### src/rtl/tl45_pkg.sv
// Shared decode-stage definitions: opcode/condition constants, instruction field
// positions, the decoded-slot record and the redirect FSM states.
package tl45_pkg;

    localparam logic [4:0] OP_JMP      = 5'd12;
    localparam logic [3:0] COND_ALWAYS = 4'hF;

    localparam int OPC_MSB = 31;
    localparam int OPC_LSB = 27;
    localparam int FLG_MSB = 26;
    localparam int FLG_LSB = 24;
    localparam int RD_MSB  = 23;
    localparam int RD_LSB  = 20;
    localparam int RS1_MSB = 19;
    localparam int RS1_LSB = 16;
    localparam int RS2_MSB = 15;
    localparam int RS2_LSB = 12;
    localparam int IMM_MSB = 15;
    localparam int IMM_LSB = 0;
    localparam int FLAG_H  = 1;
    localparam int FLAG_Z  = 0;

    typedef struct packed {
        logic        valid;
        logic [31:0] pc;
        logic [4:0]  opcode;
        logic [2:0]  flags;
        logic [3:0]  rd;
        logic [3:0]  rs1;
        logic [3:0]  rs2;
        logic [31:0] imm32;
    } dec_inst_t;

    typedef enum logic [1:0] {
        IDLE   = 2'd0,
        REDIR  = 2'd1,
        SQUASH = 2'd2
    } dec_state_t;

endpackage

### src/rtl/tl45_decode_if.sv
// Fetch-buffer, pipeline-control and decode-result bundle between fetch, decode and execute.
interface tl45_decode_if;
    import tl45_pkg::*;

    logic        i_pipe_stall;
    logic        i_pipe_flush;
    logic [31:0] i_buf_pc;
    logic [31:0] i_buf_inst;
    logic        o_new_pc;
    logic [31:0] o_pc;
    logic        o_dr_valid;
    logic [31:0] o_dr_pc;
    logic [4:0]  o_dr_opcode;
    logic [2:0]  o_dr_flags;
    logic [3:0]  o_dr_rd;
    logic [3:0]  o_dr_rs1;
    logic [3:0]  o_dr_rs2;
    logic [31:0] o_dr_imm32;

    modport master (
        output i_pipe_stall, i_pipe_flush, i_buf_pc, i_buf_inst,
        input  o_new_pc, o_pc, o_dr_valid, o_dr_pc, o_dr_opcode, o_dr_flags,
               o_dr_rd, o_dr_rs1, o_dr_rs2, o_dr_imm32
    );

    modport slave (
        input  i_pipe_stall, i_pipe_flush, i_buf_pc, i_buf_inst,
        output o_new_pc, o_pc, o_dr_valid, o_dr_pc, o_dr_opcode, o_dr_flags,
               o_dr_rd, o_dr_rs1, o_dr_rs2, o_dr_imm32
    );
endinterface

### src/rtl/tl45_imm_gen.sv
// Immediate expansion: upper-half placement, zero-extension or sign-extension of imm16.
module tl45_imm_gen
    import tl45_pkg::*;
(
    input  logic [15:0] i_imm16,
    input  logic [1:0]  i_hz,
    output logic [31:0] o_imm32
);

    // H takes precedence over Z; neither set means signed.
    always_comb begin
        o_imm32 = 32'h0000_0000;
        if (i_hz[FLAG_H]) begin
            o_imm32 = {i_imm16, 16'h0000};
        end else if (i_hz[FLAG_Z]) begin
            o_imm32 = {16'h0000, i_imm16};
        end else begin
            o_imm32 = {{16{i_imm16[15]}}, i_imm16};
        end
    end

endmodule

### src/rtl/tl45_decode.sv
// Decode stage: registers decoded fields for execute, resolves unconditional absolute
// JMPs locally and squashes the wrong-path slots fetched behind the redirect.
module tl45_decode
    import tl45_pkg::*;
#(
    parameter int SQUASH_SLOTS = 2,
    parameter bit RESOLVE_JMP  = 1'b1
) (
    input  logic          i_clk,
    input  logic          i_reset_n,
    tl45_decode_if.slave  dec_if
);

    localparam int CNT_W = (SQUASH_SLOTS < 2) ? 1 : $clog2(SQUASH_SLOTS + 1);
    localparam logic [CNT_W-1:0] CNT_RELOAD = CNT_W'(SQUASH_SLOTS - 1);
    localparam logic [CNT_W-1:0] CNT_ONE    = CNT_W'(1);

    dec_state_t       r_state, w_state_nx;
    logic [CNT_W-1:0] r_cnt, w_cnt_nx;
    logic             r_new_pc, w_new_pc_nx;
    logic [31:0]      r_pc, w_pc_nx;
    dec_inst_t        r_dr, w_dr_nx;
    dec_inst_t        w_dec;
    logic [31:0]      w_imm32;
    logic             w_is_jmp;

    tl45_imm_gen u_imm_gen (
        .i_imm16 (dec_if.i_buf_inst[IMM_MSB:IMM_LSB]),
        .i_hz    (dec_if.i_buf_inst[FLG_LSB+1:FLG_LSB]),
        .o_imm32 (w_imm32)
    );

    // Field extraction of the buffer slot; a bubble decodes to an all-zero record.
    always_comb begin
        w_dec        = '0;
        w_dec.valid  = (dec_if.i_buf_inst != 32'h0000_0000);
        w_dec.pc     = dec_if.i_buf_pc;
        w_dec.opcode = dec_if.i_buf_inst[OPC_MSB:OPC_LSB];
        w_dec.flags  = dec_if.i_buf_inst[FLG_MSB:FLG_LSB];
        w_dec.rd     = dec_if.i_buf_inst[RD_MSB:RD_LSB];
        w_dec.rs1    = dec_if.i_buf_inst[RS1_MSB:RS1_LSB];
        w_dec.rs2    = dec_if.i_buf_inst[RS2_MSB:RS2_LSB];
        w_dec.imm32  = w_imm32;
        if (!w_dec.valid) begin
            w_dec = '0;
        end else begin
            w_dec = w_dec;
        end
        w_is_jmp = RESOLVE_JMP && w_dec.valid && (w_dec.opcode == OP_JMP)
                   && (w_dec.rd == COND_ALWAYS) && (w_dec.rs1 == 4'h0);
    end

    // Next-state logic: flush beats stall beats normal progress.
    always_comb begin
        w_state_nx  = r_state;
        w_cnt_nx    = r_cnt;
        w_new_pc_nx = r_new_pc;
        w_pc_nx     = r_pc;
        w_dr_nx     = r_dr;
        if (dec_if.i_pipe_flush) begin
            w_state_nx  = IDLE;
            w_cnt_nx    = '0;
            w_new_pc_nx = 1'b0;
            w_dr_nx     = '0;
        end else if (dec_if.i_pipe_stall) begin
            w_state_nx  = r_state;
            w_new_pc_nx = r_new_pc;
        end else begin
            case (r_state)
                IDLE: begin
                    w_dr_nx = w_dec;
                    if (w_is_jmp) begin
                        w_new_pc_nx = 1'b1;
                        w_pc_nx     = w_dec.imm32;
                        w_state_nx  = REDIR;
                    end else begin
                        w_new_pc_nx = 1'b0;
                    end
                end
                // Fetch takes the override on this edge; the slot it brings is wrong-path.
                REDIR: begin
                    w_dr_nx     = '0;
                    w_new_pc_nx = 1'b0;
                    w_cnt_nx    = CNT_RELOAD;
                    w_state_nx  = (CNT_RELOAD == '0) ? IDLE : SQUASH;
                end
                SQUASH: begin
                    w_dr_nx    = '0;
                    w_cnt_nx   = r_cnt - CNT_ONE;
                    w_state_nx = (r_cnt <= CNT_ONE) ? IDLE : SQUASH;
                end
                default: begin
                    w_dr_nx     = '0;
                    w_new_pc_nx = 1'b0;
                    w_cnt_nx    = '0;
                    w_state_nx  = IDLE;
                end
            endcase
        end
    end

    // State and output registers.
    always_ff @(posedge i_clk or negedge i_reset_n) begin
        if (!i_reset_n) begin
            r_state  <= IDLE;
            r_cnt    <= '0;
            r_new_pc <= 1'b0;
            r_pc     <= 32'h0000_0000;
            r_dr     <= '0;
        end else begin
            r_state  <= w_state_nx;
            r_cnt    <= w_cnt_nx;
            r_new_pc <= w_new_pc_nx;
            r_pc     <= w_pc_nx;
            r_dr     <= w_dr_nx;
        end
    end

    assign dec_if.o_new_pc    = r_new_pc;
    assign dec_if.o_pc        = r_pc;
    assign dec_if.o_dr_valid  = r_dr.valid;
    assign dec_if.o_dr_pc     = r_dr.pc;
    assign dec_if.o_dr_opcode = r_dr.opcode;
    assign dec_if.o_dr_flags  = r_dr.flags;
    assign dec_if.o_dr_rd     = r_dr.rd;
    assign dec_if.o_dr_rs1    = r_dr.rs1;
    assign dec_if.o_dr_rs2    = r_dr.rs2;
    assign dec_if.o_dr_imm32  = r_dr.imm32;

endmodule

### src/flat_wrapper.sv
// flat-port wrapper written by rule: the top's interface ports become plain ports
module tl45_decode_flat import tl45_pkg::*;
#(
    parameter int SQUASH_SLOTS = 2,
    parameter bit RESOLVE_JMP  = 1'b1
)
  (i_clk, i_reset_n, dec_if_i_pipe_stall, dec_if_i_pipe_flush, dec_if_i_buf_pc, dec_if_i_buf_inst, dec_if_o_new_pc, dec_if_o_pc, dec_if_o_dr_valid, dec_if_o_dr_pc, dec_if_o_dr_opcode, dec_if_o_dr_flags, dec_if_o_dr_rd, dec_if_o_dr_rs1, dec_if_o_dr_rs2, dec_if_o_dr_imm32);
  tl45_decode_if dec_if_i ();
  input  logic i_clk;
  input  logic i_reset_n;
  input wire logic [$bits(dec_if_i.i_pipe_stall)-1:0] dec_if_i_pipe_stall;
  input wire logic [$bits(dec_if_i.i_pipe_flush)-1:0] dec_if_i_pipe_flush;
  input wire logic [$bits(dec_if_i.i_buf_pc)-1:0] dec_if_i_buf_pc;
  input wire logic [$bits(dec_if_i.i_buf_inst)-1:0] dec_if_i_buf_inst;
  output wire logic [$bits(dec_if_i.o_new_pc)-1:0] dec_if_o_new_pc;
  output wire logic [$bits(dec_if_i.o_pc)-1:0] dec_if_o_pc;
  output wire logic [$bits(dec_if_i.o_dr_valid)-1:0] dec_if_o_dr_valid;
  output wire logic [$bits(dec_if_i.o_dr_pc)-1:0] dec_if_o_dr_pc;
  output wire logic [$bits(dec_if_i.o_dr_opcode)-1:0] dec_if_o_dr_opcode;
  output wire logic [$bits(dec_if_i.o_dr_flags)-1:0] dec_if_o_dr_flags;
  output wire logic [$bits(dec_if_i.o_dr_rd)-1:0] dec_if_o_dr_rd;
  output wire logic [$bits(dec_if_i.o_dr_rs1)-1:0] dec_if_o_dr_rs1;
  output wire logic [$bits(dec_if_i.o_dr_rs2)-1:0] dec_if_o_dr_rs2;
  output wire logic [$bits(dec_if_i.o_dr_imm32)-1:0] dec_if_o_dr_imm32;
  assign dec_if_i.i_pipe_stall = dec_if_i_pipe_stall;
  assign dec_if_i.i_pipe_flush = dec_if_i_pipe_flush;
  assign dec_if_i.i_buf_pc = dec_if_i_buf_pc;
  assign dec_if_i.i_buf_inst = dec_if_i_buf_inst;
  assign dec_if_o_new_pc = dec_if_i.o_new_pc;
  assign dec_if_o_pc = dec_if_i.o_pc;
  assign dec_if_o_dr_valid = dec_if_i.o_dr_valid;
  assign dec_if_o_dr_pc = dec_if_i.o_dr_pc;
  assign dec_if_o_dr_opcode = dec_if_i.o_dr_opcode;
  assign dec_if_o_dr_flags = dec_if_i.o_dr_flags;
  assign dec_if_o_dr_rd = dec_if_i.o_dr_rd;
  assign dec_if_o_dr_rs1 = dec_if_i.o_dr_rs1;
  assign dec_if_o_dr_rs2 = dec_if_i.o_dr_rs2;
  assign dec_if_o_dr_imm32 = dec_if_i.o_dr_imm32;
  tl45_decode #(.SQUASH_SLOTS(SQUASH_SLOTS), .RESOLVE_JMP(RESOLVE_JMP)) u_core (.i_clk(i_clk), .i_reset_n(i_reset_n), .dec_if(dec_if_i));
endmodule
### config.mk
export PLATFORM = sky130hd
export DESIGN_NAME = tl45_decode_flat
export DESIGN_NICKNAME = d
export VERILOG_FILES = /design/src/rtl/tl45_pkg.sv /design/src/rtl/tl45_decode_if.sv /design/src/rtl/tl45_imm_gen.sv /design/src/rtl/tl45_decode.sv /design/src/flat_wrapper.sv
export SDC_FILE = /design/constraint.sdc
export NUM_CORES = 1
export LEC_CHECK = 0
export BUFFER_PORTS_ARGS = -buffer_cell sky130_fd_sc_hd__buf_2
export CAP_MARGIN = 25
export CORE_ASPECT_RATIO = 1.4
export CORE_MARGIN = 2
export CORE_UTILIZATION = 34
export CTS_CLUSTER_SIZE = 8
export DETAILED_ROUTE_END_ITERATION = 10
export GPL_TIMING_DRIVEN = 0
export SYNTH_ARGS = -nofsm -noshare
export SYNTH_HDL_FRONTEND = slang
export SYNTH_SLANG_ARGS = --single-unit
### constraint.sdc
create_clock -name i_clk -period 1.7 [get_ports i_clk]
set_input_delay 0.51 -clock i_clk [delete_from_list [all_inputs] [get_ports i_clk]]
set_output_delay 0.51 -clock i_clk [all_outputs]
set_load 0.05 [all_outputs]
==> flow_metrics.tcl, run 1 <==
set metrics [dict create \
    yosys.area_share.xor_xnor_pct 0 \
    die_w_um 105 \
    hold_class "input port to flop" \
    yosysUniqueCellTypes 37 \
    stdcell_count 797 \
    crit_type "input port to flop" \
    io_buffers 184 \
    rows 51 \
    drt_iter0_markers 207 \
    placed_cell_area_um2 6130 \
    cts_num_sinks 122 \
    hold_viol 0 \
    post-route-drc-count 0 \
    fin_skew_ns 0.0134 \
    groute.usage.overall_pct 19.1 \
    synth_top_area_share_pct 62.7 \
    pin_count 186 \
    yosys-top-cells-area "dfrtp_1, a22o_1, nor2b_1" \
    drt-total-wl_mm 14.3 \
    clock_latency_ns 0.40 \
    place_congestion 0.829 \
    peakVddDrop_mv 0.558 \
    critical_path_required_ns 1.98 \
    post-route-cell-area_um2 6980 \
    area_growth_pct 43.4 \
    synth_nets 454 \
    ys_seq_area_share_pct 62.7 \
    dieArea_um2 15300 \
    grt_pass1_wl_mm 23.2 \
    ys_ff_latch 122 \
    core_area_um2 14000 \
    dp.cells 752 \
    antenna_found_initial 0 \
    synth_top_family_by_area "compound AO/OA/AOI/OAI gates" \
    die_height_um 146 \
    firstDrtPassIters 4 \
    postSynthCellCount 382 \
    timing.critical_path.from_type "input port" \
    yosys.area_share.simple_pct 9.35 \
    layout_min_cycle_time_ns 1.67 \
    cts_made_buffers 17 \
    cts_buffer_depth 2 \
    final_nets 672 \
    period_share_pct 98.5 \
    vias 4029 \
    drv_slew 0 \
    synth_largest_area_cell "dfrtp_1" \
    htreeDepth 4 \
    netlist_area_um2 4870 \
    rsz0062_at_grt "true" \
    routed_via_density 5.06 \
    cts_tree "yes" \
    diodes 0 \
    r2r_slack_ns 0.05 \
    yosys.area_share.adder_pct 1.03 \
    cap_violations 0 \
    drive_above_1_share_pct 45.1 \
    finalSetupViolCount 0 \
    cp_max_fo 10 \
    worst_ep_arrival_time_ns 1.95 \
    tightest_slew_ns 0.614 \
    start_util_pct 34.8 \
    relSlewSlack_pct 59.1 \
    root_buffer "clkbuf_16" \
    endpoint_kind "flop" \
    wl_per_cell_um 17.9 \
    p_leak_nw 3.67 \
    grt_remaining_overflow 0 \
    grt_pass1_vias 4207 \
    syn_avg_cell_area_um2 12.7 \
    clkTransAtPathRegs_ns 0.05 \
    yosys_warnings 0 \
    outcome "finished, final reports clean" \
    place_hpwl_mm 10.5 \
    holdWs_ns 0.315 \
    nFillCells 1265 \
    grt_max_degree 96 \
    powerDensity_nw_per_um2 1100 \
    synth_compound_area_share_pct 20.0 \
    final_antenna_net_count 0 \
    synthMuxAreaShare_pct 3.70 \
    fmax_mhz 597 \
]
## final timing paths
kind / cells past startpoint / end / start
setup / recovery: 6 / u_core.dec_if.o_dr_pc[10]$_DFFE_PN0P_ / dec_if_i_buf_inst[1]
hold / removal: 2 / u_core.dec_if.o_dr_pc[31]$_DFFE_PN0P_ / dec_if_i_buf_pc[31]
setup reg to reg: 8 / u_core.dec_if.o_pc[26]$_DFFE_PN0P_ / u_core.r_state[1]$_DFFE_PN0P_
hold reg to reg: 2 / u_core.dec_if.o_dr_imm32[25]$_DFFE_PN0P_ / u_core.dec_if.o_dr_imm32[25]$_DFFE_PN0P_
max in group asynchronous: 3 / u_core.dec_if.o_pc[24]$_DFFE_PN0P_ / i_reset_n
min in group asynchronous: 2 / u_core.dec_if.o_dr_rs1[2]$_DFFE_PN0P_ / i_reset_n
## kinds of logic (layout without fill, tap and decap cells)
logic type | after synthesis | count (layout)
AO/OA/AOI/OAI | 129 | 129
adder cells (fa/ha/maj) | 4 | 4
buffers and inverters | 34 | 264
flip-flops | 122 | 122
multiplexers | 16 | 16
AND/OR/NAND/NOR | 77 | 77
## routing by layer
layer | vias to the layer above | part of all wire, % | routed length (um) | track usage, %
met1 | 2021 | 42 | 5990 | 23.6
met3 | 20 | 4.8 | 691 | 3.85
met5 | - | 0 | 0 | 0
li1 | 1840 | - | - | -
met2 | 148 | 51 | 7320 | 33.1
met4 | 0 | 2.1 | 295 | 6.60
## metrics by stage
stage,worst slack [ns],power (mW),TNS [ns],util (%)
detailed placement,-0.586,4.15,-46.85,43.9
CTS,0.00486,7.78,0,49.2
finish,0.0254,7.71,0,50.0
floorplan,-0.166,3.76,-5.44,-
global placement,-1.37,4.13,-211.10,43.7
global route,-0.0334,8.02,-0.192,50.0
## layout make-up
cell class	count	area (um2)	area share, %
sequential	122	3050	43.7
inverter	7	26.3	0.376
multi-input combinational	226	1790	25.6
clock inverter	6	85.1	1.22
clock buffer	25	515	7.38
buffer	26	175	2.51
tap	185	231	3.32
timing repair buffer	200	1110	15.8
## where the power goes
group / total, mW / internal, mW / leakage, nW / switching (mW)
clock network: 3.59 / 2.38 / 0.291 / 1.21
registers: 3.09 / 3.02 / 1.66 / 0.0622
logic: 1.04 / 0.274 / 1.73 / 0.762
## placed cells by master (no fill, tap or decap), types with 8 or more instances in the layout
| master | netlist | final |
|---|---|---|
| clkbuf_16 | 0 | 18 |
| clkbuf_2 | 0 | 8 |
| o31ai_1 | 15 | 13 |
| clkbuf_8 | 0 | 9 |
| a22o_1 | 67 | 67 |
| dfrtp_1 | 122 | 122 |
| buf_4 | 1 | 11 |
| nand2_1 | 20 | 19 |
| nor2b_1 | 31 | 31 |
| clkbuf_1 | 20 | 13 |
| mux2_4 | 0 | 10 |
| buf_2 | 0 | 182 |
| o21ai_0 | 33 | 29 |
## synthesized netlist by cell type, drive strengths merged
master,number
nor3,1
a22o,68
o21a,2
a21o,2
nand2,20
a21oi,3
nor4b,1
inv,7
o21ai,33
o31a,1
o211ai,1
clkbuf,20
nand2b,1
or2,1
and2,2
or3,1
and3b,1
nor2b,31
and4,1
buf,7
o41ai,2
nor4,6
o31ai,15
a32o,1
dfrtp,122
mux2,16
nor2,8
a41oi,1
ha,4
nand4,3
## sequential cells by signal, summed over array words and instances, names as in the netlist
| signal | flops |
|---|---|
| u_core.dec_if.o_dr_rs1 | 4 |
| u_core.r_state | 2 |
| u_core.dec_if.o_pc | 32 |
| u_core.dec_if.o_dr_opcode | 5 |
| u_core.dec_if.o_new_pc | 1 |
| u_core.dec_if.o_dr_rs2 | 4 |
| u_core.dec_if.o_dr_pc | 32 |
| u_core.dec_if.o_dr_flags | 3 |
| u_core.dec_if.o_dr_rd | 4 |
| u_core.dec_if.o_dr_valid | 1 |
| u_core.dec_if.o_dr_imm32 | 32 |
| u_core.r_cnt | 2 |
## repair_timing
action / in CTS / in global routing
hold buffers: 1 / 0
resized for setup: 15 / 17
cloned: 1 / 1
setup buffers: 7 / 5
setup endpoints to repair: 83 / 64
pin swaps: 5 / 4
hold endpoints to repair: 27 / 0
## critical path: stages
cell and delay [ns]:
buf_2 0.13, nor4_4 0.33, nand4_1 0.18, o31a_4 0.42
clkbuf_8 0.18, a22o_1 0.18
No activity file was read; power rests on OpenSTA's default activity.
==> run 2, diff against run 1 <==
Settings changed: ABC_AREA set to 1.
==> run 2 against run 1 <==
- worst hold slack improved by 0.0047 ns
- utilization decreased by 2.9 points
- first-iteration DRC count increased by 8.7%
- clock power increased by 4%
- global-route usage increased by 0.42 points
- fmax increased by 0.72%
- via count increased by 18%
- sequential power about the same
- critical endpoint is now u_core.dec_if.o_pc[11]$_DFFE_PN0P_
- largest power group unchanged
==> flow_metrics.tcl, run 2 <==
set metrics [dict create \
    outcome "finished, final reports clean" \
    final_antenna_net_count 0 \
    multi_input_area_um2 2000 \
    htreeDepth 4 \
    place_congestion 0.803 \
    firstDrtPassIters 5 \
    ys_ff_latch 122 \
    nFillCells 1572 \
    clkTransAtPathRegs_ns 0.06 \
    cp.depth 8 \
    p_leak_nw 4.23 \
    synthTopCellsByCount "nand2_1, dfrtp_1, nand3_1, inv_1, buf_2" \
    worst_ep_arrival_time_ns 2.02 \
    finalSetupViolCount 0 \
    vias 4770 \
    rows 54 \
    worstPathCellList "inv_2 > ha_2 > inv_2 > clkbuf_2 > nor3_1 > nand3_1 > or2_0 > nand2_1" \
    core_area_um2 15400 \
    synthFlopType "dfrtp_1" \
    start_util_pct 34.4 \
    slowest_stage "dfrtp_1" \
    seq_area_um2 3050 \
    routed_via_density 4.68 \
    cts_tree "yes" \
    cts_made_buffers 17 \
    groute.usage.overall_pct 19.5 \
    timing.critical_path.from_type "flop" \
    die_w_um 110 \
    area_growth_pct 36.6 \
    diodes 0 \
    postSynthCellCount 599 \
    finalSetupTns_ns 0 \
    critical_path_required_ns 2.06 \
    setup_ws_ns 0.0374 \
    yosys_warnings 0 \
    syn_avg_cell_area_um2 8.85 \
    clock_latency_ns 0.41 \
    wl_per_cell_um 15.6 \
    post-route-drc-count 0 \
    drv_slew 0 \
    synth_edf_count 0 \
    cp_max_fo 10 \
    cts_buffer_depth 2 \
    yosysUniqueCellTypes 26 \
    period_share_pct 97.8 \
    layout_min_cycle_time_ns 1.66 \
    cp_common_cell "inv_2" \
    peakVddDrop_mv 0.504 \
    yosys-top-cells-area "dfrtp_1, nand2_1, nand3_1" \
    drt-total-wl_mm 15.8 \
    synth_largest_area_cell "dfrtp_1" \
    cpPeakStageDelay_ns 0.39 \
    root_buffer "clkbuf_16" \
    die_height_um 152 \
    cap_violations 0 \
    drive_above_1_share_pct 34.5 \
    grt_max_degree 89 \
    grt_pass1_wl_mm 24.6 \
    async_flop_share_pct 100 \
    ys_seq_area_share_pct 57.6 \
    fin_skew_ns 0.00956 \
    endpoint_kind "flop" \
    synth_nets 671 \
    hold_class "input port to flop" \
    place_hpwl_mm 11.7 \
    crit_type "flop to flop" \
    grt_remaining_overflow 0 \
    drt_iter0_markers 225 \
    powerDensity_nw_per_um2 1090 \
    grt_pass1_vias 4584 \
    final_nets 882 \
    dieArea_um2 16600 \
    dp_worst_setup_slack_ns -0.250 \
    whs_path_depth 3 \
    netlist_area_um2 5300 \
    cpLargestDelayFamily "simple AND/OR/NAND/NOR gates" \
    r2r_cells 8 \
    path_buf_inv 3 \
    relSlewSlack_pct 59.6 \
    io_buffers 185 \
    hold_viol 0 \
    synth_top_area_share_pct 57.6 \
    fmax_mhz 601 \
    mostFrequentLayoutCells "nand2_1, buf_2, dfrtp_1, nand3_1, inv_1" \
    cts_num_sinks 122 \
    pin_count 186 \
    tightest_slew_ns 0.606 \
    synth.most_common_cell "nand2_1" \
    final_common_cell "nand2_1" \
    antenna_found_initial 1 \
]
-- run 2: cell count changes after synthesis, moves of 26 or more --
cell / change
a22o_1: -52
nand2_1: +209
nand3_1: +55
nor2b_1: -31
o21ai_0: -26
-- run 2: layout make-up --
type	instances	area share (%)
plain buffers	32	2.87
multi-input cells	412	27.6
clock buffers	21	6.35
repair buffers	191	13.8
inverters	33	1.81
clock inverters	11	2.00
flip-flops and latches	122	42.1
repair inverters	1	0.0518
well taps	196	3.38
-- run 2: worst min-delay path: stages --
cell,delay [ns]
buf_2,0.07
nand3_1,0.06
nand2_1,0.05
-- run 2: power breakdown --
part / internal [mW] / switching (mW) / total (mW)
sequential: 3.02 / 0.0623 / 3.09
combinational: 0.266 / 0.827 / 1.09
clock: 2.38 / 1.34 / 3.72
-- run 2: metrics by stage --
stage	total power [mW]	area [um2]	std cells	hold slack, ns	utilization (%)
2_1_floorplan	3.81	5300	599	0.214	-
3_3_place_gp	4.20	6470	980	0.451	42.0
3_5_place_dp	4.21	6510	981	0.425	42.2
4_1_cts	7.95	7160	1017	0.310	46.5
5_1_grt	8.19	7250	1019	0.320	47.0
6_report	7.90	7250	1019	0.320	47.0
-- run 2: logic make-up after synthesis --
logic type	after synthesis	synth area share (%)
AOI/OAI and AO/OA	45	5.55
adders and majority gates	4	0.944
buffers and inverters	65	5.66
DFF	122	57.6
and+or+nand+nor	363	30.3
-- run 2: worst paths after layout --
kind                            slack, ns                                        to                          startpoint
worst max-delay path                 0.04        u_core.dec_if.o_pc[11]$_DFFE_PN0P_       u_core.r_state[0]$_DFFE_PN0P_
worst min-delay path                 0.32     u_core.dec_if.o_dr_pc[29]$_DFFE_PN0P_                 dec_if_i_buf_pc[29]
worst max register to register       0.04        u_core.dec_if.o_pc[11]$_DFFE_PN0P_       u_core.r_state[0]$_DFFE_PN0P_
worst min register to register       0.46        u_core.dec_if.o_pc[18]$_DFFE_PN0P_  u_core.dec_if.o_pc[18]$_DFFE_PN0P_
max in group asynchronous            0.39  u_core.dec_if.o_dr_imm32[17]$_DFFE_PN0P_                           i_reset_n
min in group asynchronous            0.55        u_core.dec_if.o_pc[28]$_DFFE_PN0P_                           i_reset_n
-- run 2: timing repair --
| action | in CTS | in global routing |
|---|---|---|
| pin swaps | 1 | 0 |
| buffers inserted | 2 | 2 |
| gates resized for setup | 9 | 21 |
| hold endpoints to repair | 31 | 0 |
| setup endpoints to repair | 101 | 84 |
| cloned | 1 | 0 |
| hold buffers | 1 | 0 |
-- run 2: routing by layer --
metal	share of wire [%]	up-vias	track usage (%)
li1	-	2363	-
met1	43	2249	25.0
met2	49	135	31.6
met3	5.2	21	4.53
met4	2.1	2	8.10
met5	0.082	-	0
==> run 3, diff against run 2 <==
Settings changed: CTS_BUF_LIST set to sky130_fd_sc_hd__clkbuf_16, RECOVER_POWER set to 100.
==> run 3 against run 2 <==
- power is 1.3% lower
- sequential share of layout area is 0.13 points higher
- clock skew rose by 0.0024 ns
- largest power group unchanged
==> flow_metrics.tcl, run 3 (synthesis results as in run 2) <==
set metrics [dict create \
    cpPeakStageDelay_ns 0.39 \
    hold_class "input port to flop" \
    cts_num_sinks 122 \
    fmax_mhz 607 \
    cts_buffer_depth 2 \
    pin_count 186 \
    layout_min_cycle_time_ns 1.65 \
    routed_via_density 4.70 \
    hold_end "u_core.dec_if.o_dr_pc[16]$_DFFE_PN0P_" \
    firstDrtPassIters 5 \
    critical_path_required_ns 2.06 \
    finalSetupViolCount 0 \
    seq_area_um2 3050 \
    final_common_cell "nand2_1" \
    place_congestion 0.803 \
    peakVddDrop_mv 0.503 \
    final_nets 882 \
    outcome "finished, final reports clean" \
    timing.critical_path.from_type "flop" \
    diodes 0 \
    post-route-drc-count 0 \
    regToRegEndpoint "u_core.dec_if.o_pc[11]$_DFFE_PN0P_" \
    r2r_slack_ns 0.05 \
    endpoint_kind "flop" \
    whs_path_depth 3 \
    multi_input_area_um2 2000 \
    cap_violations 0 \
    path_buf_inv 3 \
    drt_iter0_markers 193 \
    hold_viol 0 \
    dieArea_um2 16600 \
    rows 54 \
    r2r_cells 8 \
    nFillCells 1574 \
    tightest_slew_ns 0.602 \
    crit_type "flop to flop" \
    mostFrequentLayoutCells "nand2_1, buf_2, dfrtp_1, nand3_1, inv_1" \
    grt_max_degree 89 \
    min_from "dec_if_i_buf_pc[16]" \
    powerDensity_nw_per_um2 1080 \
    final_antenna_net_count 0 \
    area_growth_pct 36.2 \
    worstPathCellList "inv_2 > ha_2 > inv_2 > clkbuf_2 > nor3_1 > nand3_1 > or2_0 > nand2_1" \
    root_buffer "clkbuf_16" \
    grt_remaining_overflow 0 \
    setup_ws_ns 0.0527 \
    cpLargestDelayFamily "simple AND/OR/NAND/NOR gates" \
    p_leak_nw 4.23 \
    cp_common_cell "inv_2" \
    post-route-cell-area_um2 7220 \
    drv_slew 0 \
    dp_worst_setup_slack_ns -0.250 \
    clock_latency_ns 0.42 \
    place_hpwl_mm 11.7 \
    groute.usage.overall_pct 19.5 \
    clkTransAtPathRegs_ns 0.06 \
    drt-total-wl_mm 15.8 \
    relSlewSlack_pct 59.9 \
    slowest_stage "dfrtp_1" \
    period_share_pct 96.9 \
    die_w_um 110 \
    io_buffers 185 \
    vias 4788 \
    core_area_um2 15400 \
    worst_ep_arrival_time_ns 2.00 \
    fin_skew_ns 0.0119 \
    wl_per_cell_um 15.6 \
    grt_pass1_vias 4589 \
    start_util_pct 34.4 \
    cp_max_fo 10 \
    drive_above_1_share_pct 34.3 \
    cts_tree "yes" \
    htreeDepth 4 \
    placed_cell_area_um2 6510 \
    r2r-start "u_core.r_state[0]$_DFFE_PN0P_" \
    die_height_um 152 \
    cts_made_buffers 17 \
    antenna_found_initial 1 \
    grt_pass1_wl_mm 24.6 \
]
-- run 3: changes by cell type in the layout (fill, tap and decap cells not counted), sizes merged --
cell	change
buf	+1
clkinv	+2
clkbuf	-5
inv	+2
-- run 3: worst max path at each step --
stage	from	to	slack, ns	cells past startpoint
4_1_cts	u_core.r_state[0]$_DFFE_PN0P_	u_core.dec_if.o_dr_rs1[0]$_DFFE_PN0P_	0.007	10
2_1_floorplan	u_core.r_state[0]$_DFFE_PN0P_	u_core.dec_if.o_pc[10]$_DFFE_PN0P_	0.17	10
6_report	u_core.r_state[0]$_DFFE_PN0P_	u_core.dec_if.o_pc[11]$_DFFE_PN0P_	0.05	8
3_3_place_gp	i_reset_n	u_core.dec_if.o_dr_pc[7]$_DFFE_PN0P_	-1.57	1
3_5_place_dp	dec_if_i_buf_inst[18]	u_core.dec_if.o_pc[17]$_DFFE_PN0P_	-0.25	10
5_1_grt	u_core.r_state[0]$_DFFE_PN0P_	u_core.dec_if.o_pc[11]$_DFFE_PN0P_	-0.05	8
-- run 3: what timing repair did --
item | 4_1_cts | 5_1_grt
setup buffers | 2 | 2
cloned | 1 | 0
hold endpoints to repair | 27 | 0
setup endpoints to repair | 101 | 84
resized for setup | 10 | 19
hold buffers | 1 | 0
pin swaps | 1 | 0
-- run 3: through the flow --
stage	util (%)	cells	hold slack [ns]	setup TNS (ns)	power [mW]
2_1_floorplan	-	599	0.214	0	3.81
3_3_place_gp	42.0	980	0.451	-203.80	4.20
3_5_place_dp	42.2	981	0.425	-14.73	4.21
4_1_cts	46.4	1017	0.311	0	7.84
5_1_grt	46.9	1019	0.321	-0.0966	8.08
6_report	46.9	1019	0.315	0	7.79
-- run 3: tightest hold or removal path: stages --
cell and delay, ns:
buf_2 0.08, nand3_1 0.06, nand2_1 0.06
-- run 3: layer usage --
layer / track usage, % / vias up / share of wire (%)
li1: - / 2363 / -
met1: 24.9 / 2248 / 43
met2: 31.7 / 145 / 49
met3: 4.28 / 30 / 4.8
met4: 8.35 / 2 / 2.9
met5: 0 / - / 0.11
-- run 3: where the power goes --
part / internal, mW / switching [mW] / total (mW)
registers: 3.02 / 0.0624 / 3.09
logic: 0.266 / 0.828 / 1.09
clock network: 2.28 / 1.34 / 3.61
total: 5.57 / 2.23 / 7.79
-- run 3: layout make-up --
type	instances	share of cell area, %
multi-input cells	412	27.7
clock buffers	17	5.89
repair inverters	1	0.0520
repair buffers	191	13.8
plain buffers	32	2.84
clock inverters	15	2.22
well taps	196	3.40
inverters	33	1.82
flip-flops and latches	122	42.3
